==> src/rtl/jt12_multi_acc.sv <==
// Time-multiplexed saturating accumulator: CH channels x OPS operators, one shared adder, plus a frame mix.
// Optional macro JT12_ACC_CLIP_FLAG_EN adds snd_clip/mix_clip saturation flags.
module jt12_multi_acc #(
    parameter int WIN  = 14,
    parameter int WOUT = 16,
    parameter int CH   = 6,
    parameter int OPS  = 4,
    localparam int CHW = (CH > 1) ? $clog2(CH) : 1,
    localparam int OPW = $clog2(OPS)
) (
    input  logic                   clk,
    input  logic                   rst_n,
    input  logic                   clk_en,
    input  logic signed [WIN-1:0]  op_result,
    input  logic                   sum_en,
    input  logic                   zero,
    output logic signed [WOUT-1:0] snd,
    output logic [CHW-1:0]         snd_ch,
    output logic                   snd_valid,
    output logic signed [WOUT-1:0] mix,
`ifdef JT12_ACC_CLIP_FLAG_EN
    output logic                   snd_clip,
    output logic                   mix_clip,
`endif
    output logic                   mix_valid
);

    localparam logic [CHW-1:0] CH_LAST = CHW'(CH - 1);
    localparam logic [OPW-1:0] OP_LAST = OPW'(OPS - 1);

    // Returns {overflow, saturated sum}; rail chosen by the sign of the running value a.
    function automatic logic [WOUT:0] sat_add(input logic signed [WOUT-1:0] a,
                                              input logic signed [WOUT-1:0] b);
        logic signed [WOUT-1:0] s;
        logic                   ovf;
        s   = a + b;
        ovf = (a[WOUT-1] == b[WOUT-1]) && (s[WOUT-1] != a[WOUT-1]);
        if (ovf)
            s = a[WOUT-1] ? {1'b1, {(WOUT-1){1'b0}}} : {1'b0, {(WOUT-1){1'b1}}};
        return {ovf, s};
    endfunction

    // cnt is kept as (op, ch) so the slot mapping needs no divider.
    logic [CHW-1:0]         ch_q, ch_d, cur_ch;
    logic [OPW-1:0]         op_q, op_d, cur_op;
    logic signed [WOUT-1:0] acc_q [CH];
    logic signed [WOUT-1:0] mix_acc_q;
    logic                   frame_ok_q;
    logic signed [WOUT-1:0] snd_q, mix_q;
    logic [CHW-1:0]         snd_ch_q;
    logic                   snd_valid_q, mix_valid_q;

    logic signed [WOUT-1:0] cur, acc_cur, ch_res_d, mix_res_d;
    logic                   ch_ovf, mx_ovf;
    logic signed [WOUT-1:0] ch_sum, mx_sum;

    always_comb begin
        cur_ch  = zero ? '0 : ch_q;
        cur_op  = zero ? '0 : op_q;
        ch_d    = cur_ch + 1'b1;
        op_d    = cur_op;
        if (cur_ch == CH_LAST) begin
            ch_d = '0;
            op_d = (cur_op == OP_LAST) ? '0 : cur_op + 1'b1;
        end
        cur     = sum_en ? {{(WOUT-WIN){op_result[WIN-1]}}, op_result} : '0;
        acc_cur = acc_q[cur_ch];
        {ch_ovf, ch_sum} = sat_add(acc_cur, cur);
        ch_res_d = (cur_op == '0) ? cur : ch_sum;
        {mx_ovf, mx_sum} = sat_add(mix_acc_q, ch_res_d);
        mix_res_d = (cur_ch == '0) ? ch_res_d : mx_sum;
    end

    always_ff @(posedge clk or negedge rst_n) begin
        if (!rst_n) begin
            ch_q        <= '0;
            op_q        <= '0;
            for (int i = 0; i < CH; i++) acc_q[i] <= '0;
            mix_acc_q   <= '0;
            frame_ok_q  <= 1'b0;
            snd_q       <= '0;
            snd_ch_q    <= '0;
            mix_q       <= '0;
            snd_valid_q <= 1'b0;
            mix_valid_q <= 1'b0;
        end else begin
            snd_valid_q <= 1'b0;
            mix_valid_q <= 1'b0;
            if (clk_en) begin
                ch_q          <= ch_d;
                op_q          <= op_d;
                acc_q[cur_ch] <= ch_res_d;
                if (cur_ch == '0 && cur_op == '0)
                    frame_ok_q <= 1'b1;
                if (cur_op == OP_LAST) begin
                    snd_q       <= ch_res_d;
                    snd_ch_q    <= cur_ch;
                    snd_valid_q <= 1'b1;
                    mix_acc_q   <= mix_res_d;
                    if (cur_ch == CH_LAST && frame_ok_q) begin
                        mix_q       <= mix_res_d;
                        mix_valid_q <= 1'b1;
                    end
                end
            end
        end
    end

`ifdef JT12_ACC_CLIP_FLAG_EN
    logic [CH-1:0] clip_q;
    logic          mclip_acc_q, snd_clip_q, mix_clip_q;
    logic          ch_clip_d, mclip_d;

    always_comb begin
        ch_clip_d = (cur_op != '0) && (clip_q[cur_ch] || ch_ovf);
        mclip_d   = (cur_ch == '0) ? ch_clip_d : (mclip_acc_q || ch_clip_d || mx_ovf);
    end

    always_ff @(posedge clk or negedge rst_n) begin
        if (!rst_n) begin
            clip_q      <= '0;
            mclip_acc_q <= 1'b0;
            snd_clip_q  <= 1'b0;
            mix_clip_q  <= 1'b0;
        end else if (clk_en) begin
            clip_q[cur_ch] <= ch_clip_d;
            if (cur_op == OP_LAST) begin
                snd_clip_q  <= ch_clip_d;
                mclip_acc_q <= mclip_d;
                if (cur_ch == CH_LAST && frame_ok_q)
                    mix_clip_q <= mclip_d;
            end
        end
    end

    assign snd_clip = snd_clip_q;
    assign mix_clip = mix_clip_q;
`endif

    assign snd       = snd_q;
    assign snd_ch    = snd_ch_q;
    assign snd_valid = snd_valid_q;
    assign mix       = mix_q;
    assign mix_valid = mix_valid_q;

endmodule

==> config.mk <==
export PLATFORM = sky130hd
export DESIGN_NAME = jt12_multi_acc
export DESIGN_NICKNAME = d
export VERILOG_FILES = /design/src/rtl/jt12_multi_acc.sv
export SDC_FILE = /design/constraint.sdc
export NUM_CORES = 1
export LEC_CHECK = 0
export ABC_AREA = 1
export BUFFER_PORTS_ARGS = -buffer_cell sky130_fd_sc_hd__buf_4
export CORE_AREA = 2 2 146 148
export CTS_BUF_LIST = sky130_fd_sc_hd__clkbuf_16
export DETAILED_ROUTE_END_ITERATION = 8
export DIE_AREA = 0 0 148 150
export PLACE_DENSITY = 0.69
export SYNTH_ARGS = -nofsm -noshare
export SYNTH_HDL_FRONTEND = slang
export SYNTH_SLANG_ARGS = --single-unit
==> constraint.sdc <==
create_clock -name clk -period 6.9 [get_ports clk]
set_input_delay 0.69 -clock clk [delete_from_list [all_inputs] [get_ports clk]]
set_output_delay 0.69 -clock clk [all_outputs]
set_load 0.02 [all_outputs]
[Yosys cells after proc, flatten, opt, wreduce, memory -nomap -nowiden]
Index checks and enable logic that the tools add are counted.
Storage, ports and cells
  bits in registers: 155
  bits of input ports: 19
  output and inout port bits: 37
  logic and storage cells: 61
Cells by class
  add/sub/neg operators: 4
  $lt $le $gt $ge: 2
  eq/ne operators: 6
  mux-type cells: 23
  bitwise gates (word level): 1
  reductions and logical operators: 10
Operators with widths (count)
  16-bit 2-to-1 mux: 10
  96-bit bitwise mux: 1
  16-bit binary-select mux with 3-bit select: 1
  16-bit demux with 3-bit select: 1
  16-bit adder: 2
  2-bit 2-to-1 mux: 3
  3-bit 2-to-1 mux: 2
  1-bit logical AND: 5
  1-bit 2-to-1 mux: 5
  4-bit greater-or-equal comparator, second input constant: 1
  4-bit by 1-bit less-than comparator with 1-bit output, second input constant: 1
  3-bit NOT with 4-bit output: 1
  2-bit AND reduction: 2
  3-bit by 1-bit adder with 3-bit output, second input constant: 1
  3-bit == test, second input constant: 1
  3-bit logical NOT: 1
  3-bit AND reduction: 1
  2-bit by 1-bit adder with 2-bit output, second input constant: 1
  1-bit == test: 2
  2-bit == test, second input constant: 1
  2-bit logical NOT: 1
  1-bit inequality test: 2

[Logic depth before layout (Yosys ltp)]
  depth after elaboration: 15
  gate-level depth with buffers: 39
  mapped depth without buffers: 37

[Worst setup path before layout]
No wires, ideal clock.
  path type: input to register
  from: input port zero
  to: register mix_acc_q[2]
  library setup time: 118 ps
  arrival: 5207 ps
  data required time: 6782 ps
  path slack: 1575 ps
  stages: 37
  buffers on the path: 3
  path through: inv_2 nand2_8 nor2_8 inv_2 nor2_4 buf_1 a32oi_1 o41ai_1 ha_1 nand2_1 nor2_1 nand2_1 nand3_1 nand2_1 nand2_1 a21oi_1 o21bai_1 fa_1 inv_1 nor2_1 nand3_2 buf_6 nand2_1 nand2_4 nand2_4 ha_1 nand2_1 inv_1 a21oi_1 nand2_1 nand2_1 nand2_1 a21oi_2 buf_2 nand2_1 nand3_1 nand2_1
On the way
  cells in the longest elaborated chain, start to end: 15
  elaborated cells between the ends (all ways): 23
  classes of those cells: add/sub: 2; eq/ne: 5; mux: 10; bitwise: 1; reduce/logical: 5
Ends and longest elaborated chain
  start, declared: RTL line 16  | input logic zero,
  3-bit 2-to-1 mux: RTL line 58  | cur_ch = zero ? '0 : ch_q;
  3-bit NOT with 4-bit output (implied by the code): RTL line 67  | acc_cur = acc_q[cur_ch];
  16-bit binary-select mux with 3-bit select: RTL line 67
  16-bit 2-to-1 mux (implied by the code) (2 in a row): RTL line 67
  16-bit adder: RTL line 36  | s = a + b;
  1-bit inequality test: RTL line 37  | ovf = (a[WOUT-1] == b[WOUT-1]) && (s[WOUT-1] != a[WOUT-1]);
  1-bit logical AND: RTL line 37
  16-bit 2-to-1 mux: RTL line 38  | if (ovf)
  16-bit 2-to-1 mux *: RTL line 69  | ch_res_d = (cur_op == '0) ? cur : ch_sum;
  via ch_res_d[5]: RTL line 53  | logic signed [WOUT-1:0] cur, acc_cur, ch_res_d, mix_res_d;
  16-bit adder *: RTL line 36
  1-bit inequality test *: RTL line 37
  1-bit logical AND *: RTL line 37
  16-bit 2-to-1 mux *: RTL line 38
  16-bit 2-to-1 mux *: RTL line 71  | mix_res_d = (cur_ch == '0) ? ch_res_d : mx_sum;
  end signal, assigned: RTL line 99  | mix_acc_q <= mix_res_d;
  end, declared: RTL line 47  | logic signed [WOUT-1:0] mix_acc_q;
Mark *: on every way through the listed nets, which the timed path passes. The rest lies on a longest branch. The select of a mux whose other input is x is not followed.
A chain may end at the register's enable or synchronous reset.

[Worst setup path after layout]
  from: register ch_q[0]
  to: register mix_acc_q[11]
On the way
  cells in the longest elaborated chain, start to end: 15
  elaborated cells between the ends (all ways): 19
  classes of those cells: add/sub: 2; eq/ne: 4; mux: 9; bitwise: 1; reduce/logical: 3
Ends and longest elaborated chain
  start, declared: RTL line 44  | logic [CHW-1:0] ch_q, ch_d, cur_ch;
  start signal, assigned: RTL line 90  | ch_q <= ch_d;
  3-bit 2-to-1 mux *: RTL line 58
  3-bit NOT with 4-bit output (implied by the code) *: RTL line 67
  16-bit binary-select mux with 3-bit select *: RTL line 67
  16-bit 2-to-1 mux (implied by the code) * (2 in a row): RTL line 67
  16-bit adder: RTL line 36
  1-bit inequality test: RTL line 37
  1-bit logical AND: RTL line 37
  16-bit 2-to-1 mux *: RTL line 38
  16-bit 2-to-1 mux *: RTL line 69
  via ch_res_d[12]: RTL line 53
  16-bit adder *: RTL line 36
  1-bit inequality test *: RTL line 37
  1-bit logical AND *: RTL line 37
  16-bit 2-to-1 mux *: RTL line 38
  16-bit 2-to-1 mux *: RTL line 71
Marked as above.

==> load_flow_metrics.sql <==
INSERT INTO impl_metrics (metric_group, metric, value, unit) VALUES
('final_layout', 'area_growth_from_synthesis_to_final_layout', '13.8', '%'),
('final_layout', 'n_fill_cell', '2035', ''),
('timing', 'report.final.slew_viol_count', '0', ''),
('logic_synthesis', 'synth_top_area_share', '42.3', '%'),
('job', 'drv_cap', '0', ''),
('floorplanning', 'design.portCount', '56', ''),
('route', 'totalWireLength', '26000', 'um'),
('final_layout', 'ff_latch_area', '0.00388', 'sq mm'),
('route', 'vias_per_cell', '5.30', ''),
('clock_tree', 'postCtsResizedCells', '0', ''),
('pwr', 'leakage', '0.00554', 'uW'),
('global_route', 'track_usage', '24.5', '%'),
('timing', 'setup-tns-final', '0', 'ns'),
('timing', 'timing.fmax', '160', 'MHz'),
('clock_tree', 'clkLatencyLatePin', '0.43', 'ns'),
('route', 'drt_wl_cell', '16.9', 'um'),
('logic_synthesis', 'synthesis.area', '0.00917', 'sq mm'),
('final_layout', 'layout.cells.most_common', 'nand2_1', ''),
('route', 'pre_repair_dr_iteration_count', '6', ''),
('final_layout', 'post_route_cells_drive_above_1_share', '13.2', '%'),
('placement', 'dpl.hpwl', '18800', 'um'),
('timing', 'finalWorstPathRequiredPeriod', '6.26', 'ns'),
('logic_synthesis', 'ys_ff_latch', '155', ''),
('logic_synthesis', 'synth.yosys.seq_area_share', '42.3', '%'),
('outcome', 'run_status', 'complete, no violations', ''),
('global_route', 'grt_antenna_before_repair', '0', ''),
('worst_setup_path', 'worst_setup_path_start_kind', 'register', ''),
('timing', 'worst-slew-pin-transition', '1.07', 'ns'),
('worst_setup_path', 'worst_path_most_repeated_cell', 'nand2_1', ''),
('clock_tree', 'numCtsBuffers', '17', ''),
('global_route', 'grt_start_max_net_pins', '86', ''),
('logic_synthesis', 'syn_avg_cell_area', '7.66', 'sq um'),
('clock_tree', 'tritoncts_clock_tree', 'done', ''),
('pwr', 'powerDensity', '310', 'mW/mm^2'),
('timing', 'final_min_period_over_clock_period', '90.7', '%'),
('final_layout', 'antenna_cells', '0', ''),
('timing', 'rsz0062_at_grt', 'false', ''),
('worst_setup_path', 'cp.required', '7.21', 'ns'),
('clock_tree', 'path_clk_slew', '0.06', 'ns'),
('clock_tree', 'cts_max_path_buffers', '2', ''),
('logic_synthesis', 'netlist_top_cells_area', 'dfrtp_1 42%, nand2_1 18%, inv_1 5.0%, ha_1 4.5%, o21ai_0 4.1%', ''),
('route', 'vias', '8146', ''),
('logic_synthesis', 'synth_fp_nets', '1251', ''),
('floorplanning', 'initial_core_util', '44.3', '%'),
('final_layout', 'layout.cells.most_common_list', '433 x nand2_1, 155 x dfrtp_1, 126 x inv_1', ''),
('logic_synthesis', 'synthesis.yosys.warnings', '0', ''),
('worst_setup_path', 'timing.critical_path.slowest_cell_delay', '0.50', 'ns'),
('timing', 'clock-skew-final', '0.0115', 'ns'),
('logic_synthesis', 'syn-instance-count', '1196', ''),
('clock_tree', 'tritoncts_num_sinks', '155', ''),
('route', 'post_route_drc_violation_count', '0', ''),
('timing', 'final-setup-viol-count', '0', ''),
('clock_tree', 'cts_htree_levels', '4', ''),
('global_route', 'overflow', '0', ''),
('placement', 'numPlacedInstances', '1508', ''),
('global_route', 'grt_pass1_vias', '7923', ''),
('logic_synthesis', 'synth_largest_area_cell', 'dfrtp_1', ''),
('global_route', 'grt_first_pass_wirelength', '42500', 'um'),
('placement', 'routabilityCongestion', '0.969', ''),
('floorplanning', 'core_area', '0.0207', 'sq mm'),
('worst_setup_path', 'critical_path_maximum_fanout', '16', ''),
('timing', 'fin_worst_hold_slack', '0.333', 'ns'),
('clock_tree', 'cts_setup_buffers', '0', ''),
('worst_setup_path', 'cp-end-kind', 'register', ''),
('floorplanning', 'std_cell_rows', '53', ''),
('clock_tree', 'hold_buffers', '0', ''),
('route', 'drt-initial-drc-count', '663', ''),
('final_layout', 'multiInputGateArea', '0.00458', 'sq mm'),
('pwr', 'vdd_drop_max', '0.200', 'mV'),
('logic_synthesis', 'predominant_post_synthesis_flop_cell', 'dfrtp_1', ''),
('placement', 'placement.io_buffers', '55', '');
path summary, 6_finish.rpt:
check	start	end	slack, ns	cells after the start
hold reg to reg	frame_ok_q	frame_ok_q	0.48	2
min in group clk	frame_ok_q	frame_ok_q	0.48	2
setup reg to reg	ch_q[0]	mix_acc_q[11]	0.64	32
setup / recovery	ch_q[0]	mix_acc_q[11]	0.64	32
max in group asynchronous	rst_n	acc_q[71]	5.15	2
hold / removal	rst_n	mix_acc_q[4]	0.33	1
Yosys cell counts, drive strengths merged, types with 2 or more instances:
master	count
nand2	458
dfrtp	155
inv	134
o21ai	86
nand3	84
nor2	77
ha	33
a31oi	31
a21oi	26
buf	23
a32oi	15
clkbuf	13
o2111ai	8
xor2	8
nor3	7
o221ai	6
a22oi	5
nand4	5
xnor2	4
fa	3
and2	2
clkinv	2
o211ai	2
o22ai	2
o41ai	2
registers in the layout, summed over array words and instances (netlist names):
| register | count |
|---|---|
| acc_q | 96 |
| mix | 16 |
| mix_acc_q | 16 |
| snd | 16 |
| ch_q | 3 |
| snd_ch | 3 |
| op_q | 2 |
| frame_ok_q | 1 |
| mix_valid | 1 |
| snd_valid | 1 |
kinds of logic after synthesis:
logic type	count (synthesis)	synth area share, %
compound gates	186	12.5
xor+xnor	12	1.15
fa+ha+maj	36	5.16
buf+inv	172	7.73
flops	155	42.3
simple gates	635	31.1
per-stage QoR:
stage | area, sq um | util (%) | setup slack (ns) | total power, uW
after global routing | 10400 | 50.4 | 0.115 | 3440
after floorplan | 9170 | - | 1.57 | 2010
after global placement | 9870 | 47.7 | 0.412 | 2270
final | 10400 | 50.4 | 0.639 | 3230
after detailed placement | 9870 | 47.7 | 0.333 | 2290
after CTS | 10400 | 50.4 | 0.707 | 3230
power breakdown:
part           total [uW]  switching (uW)  internal [uW]  leakage (uW)
sequential           1260             113           1150       0.00202
combinational        1040             685            355       0.00324
clock                 928             373            555      0.000288
total                3230            1170           2060       0.00554
final cells by class:
cell class                      count  area share (%)
Clock inverter                     13            1.33
Tap cell                          275            3.30
Sequential cell                   155            37.2
Clock buffer                       17            4.08
Multi-Input combinational cell    869            43.9
Timing Repair Buffer               73            5.29
Inverter                          136            4.92
critical path: cells and delay by family, from the launching register on:
family	cells	cell delay (ns)
simple gates	16	2.46
compound gates	8	1.35
fa+ha+maj	3	1.19
buf+inv	5	0.65
flops	1	0.48
per-layer routing:
layer / GRT usage, % / share of wire [%] / up-vias
met5: 0 / 0 / -
met4: 6.00 / 1.4 / 0
met3: 4.42 / 6.7 / 23
met2: 37.6 / 44 / 277
met1: 36.0 / 48 / 3837
li1: - / - / 4009
Note: power is estimated with default switching activity, not from simulation.
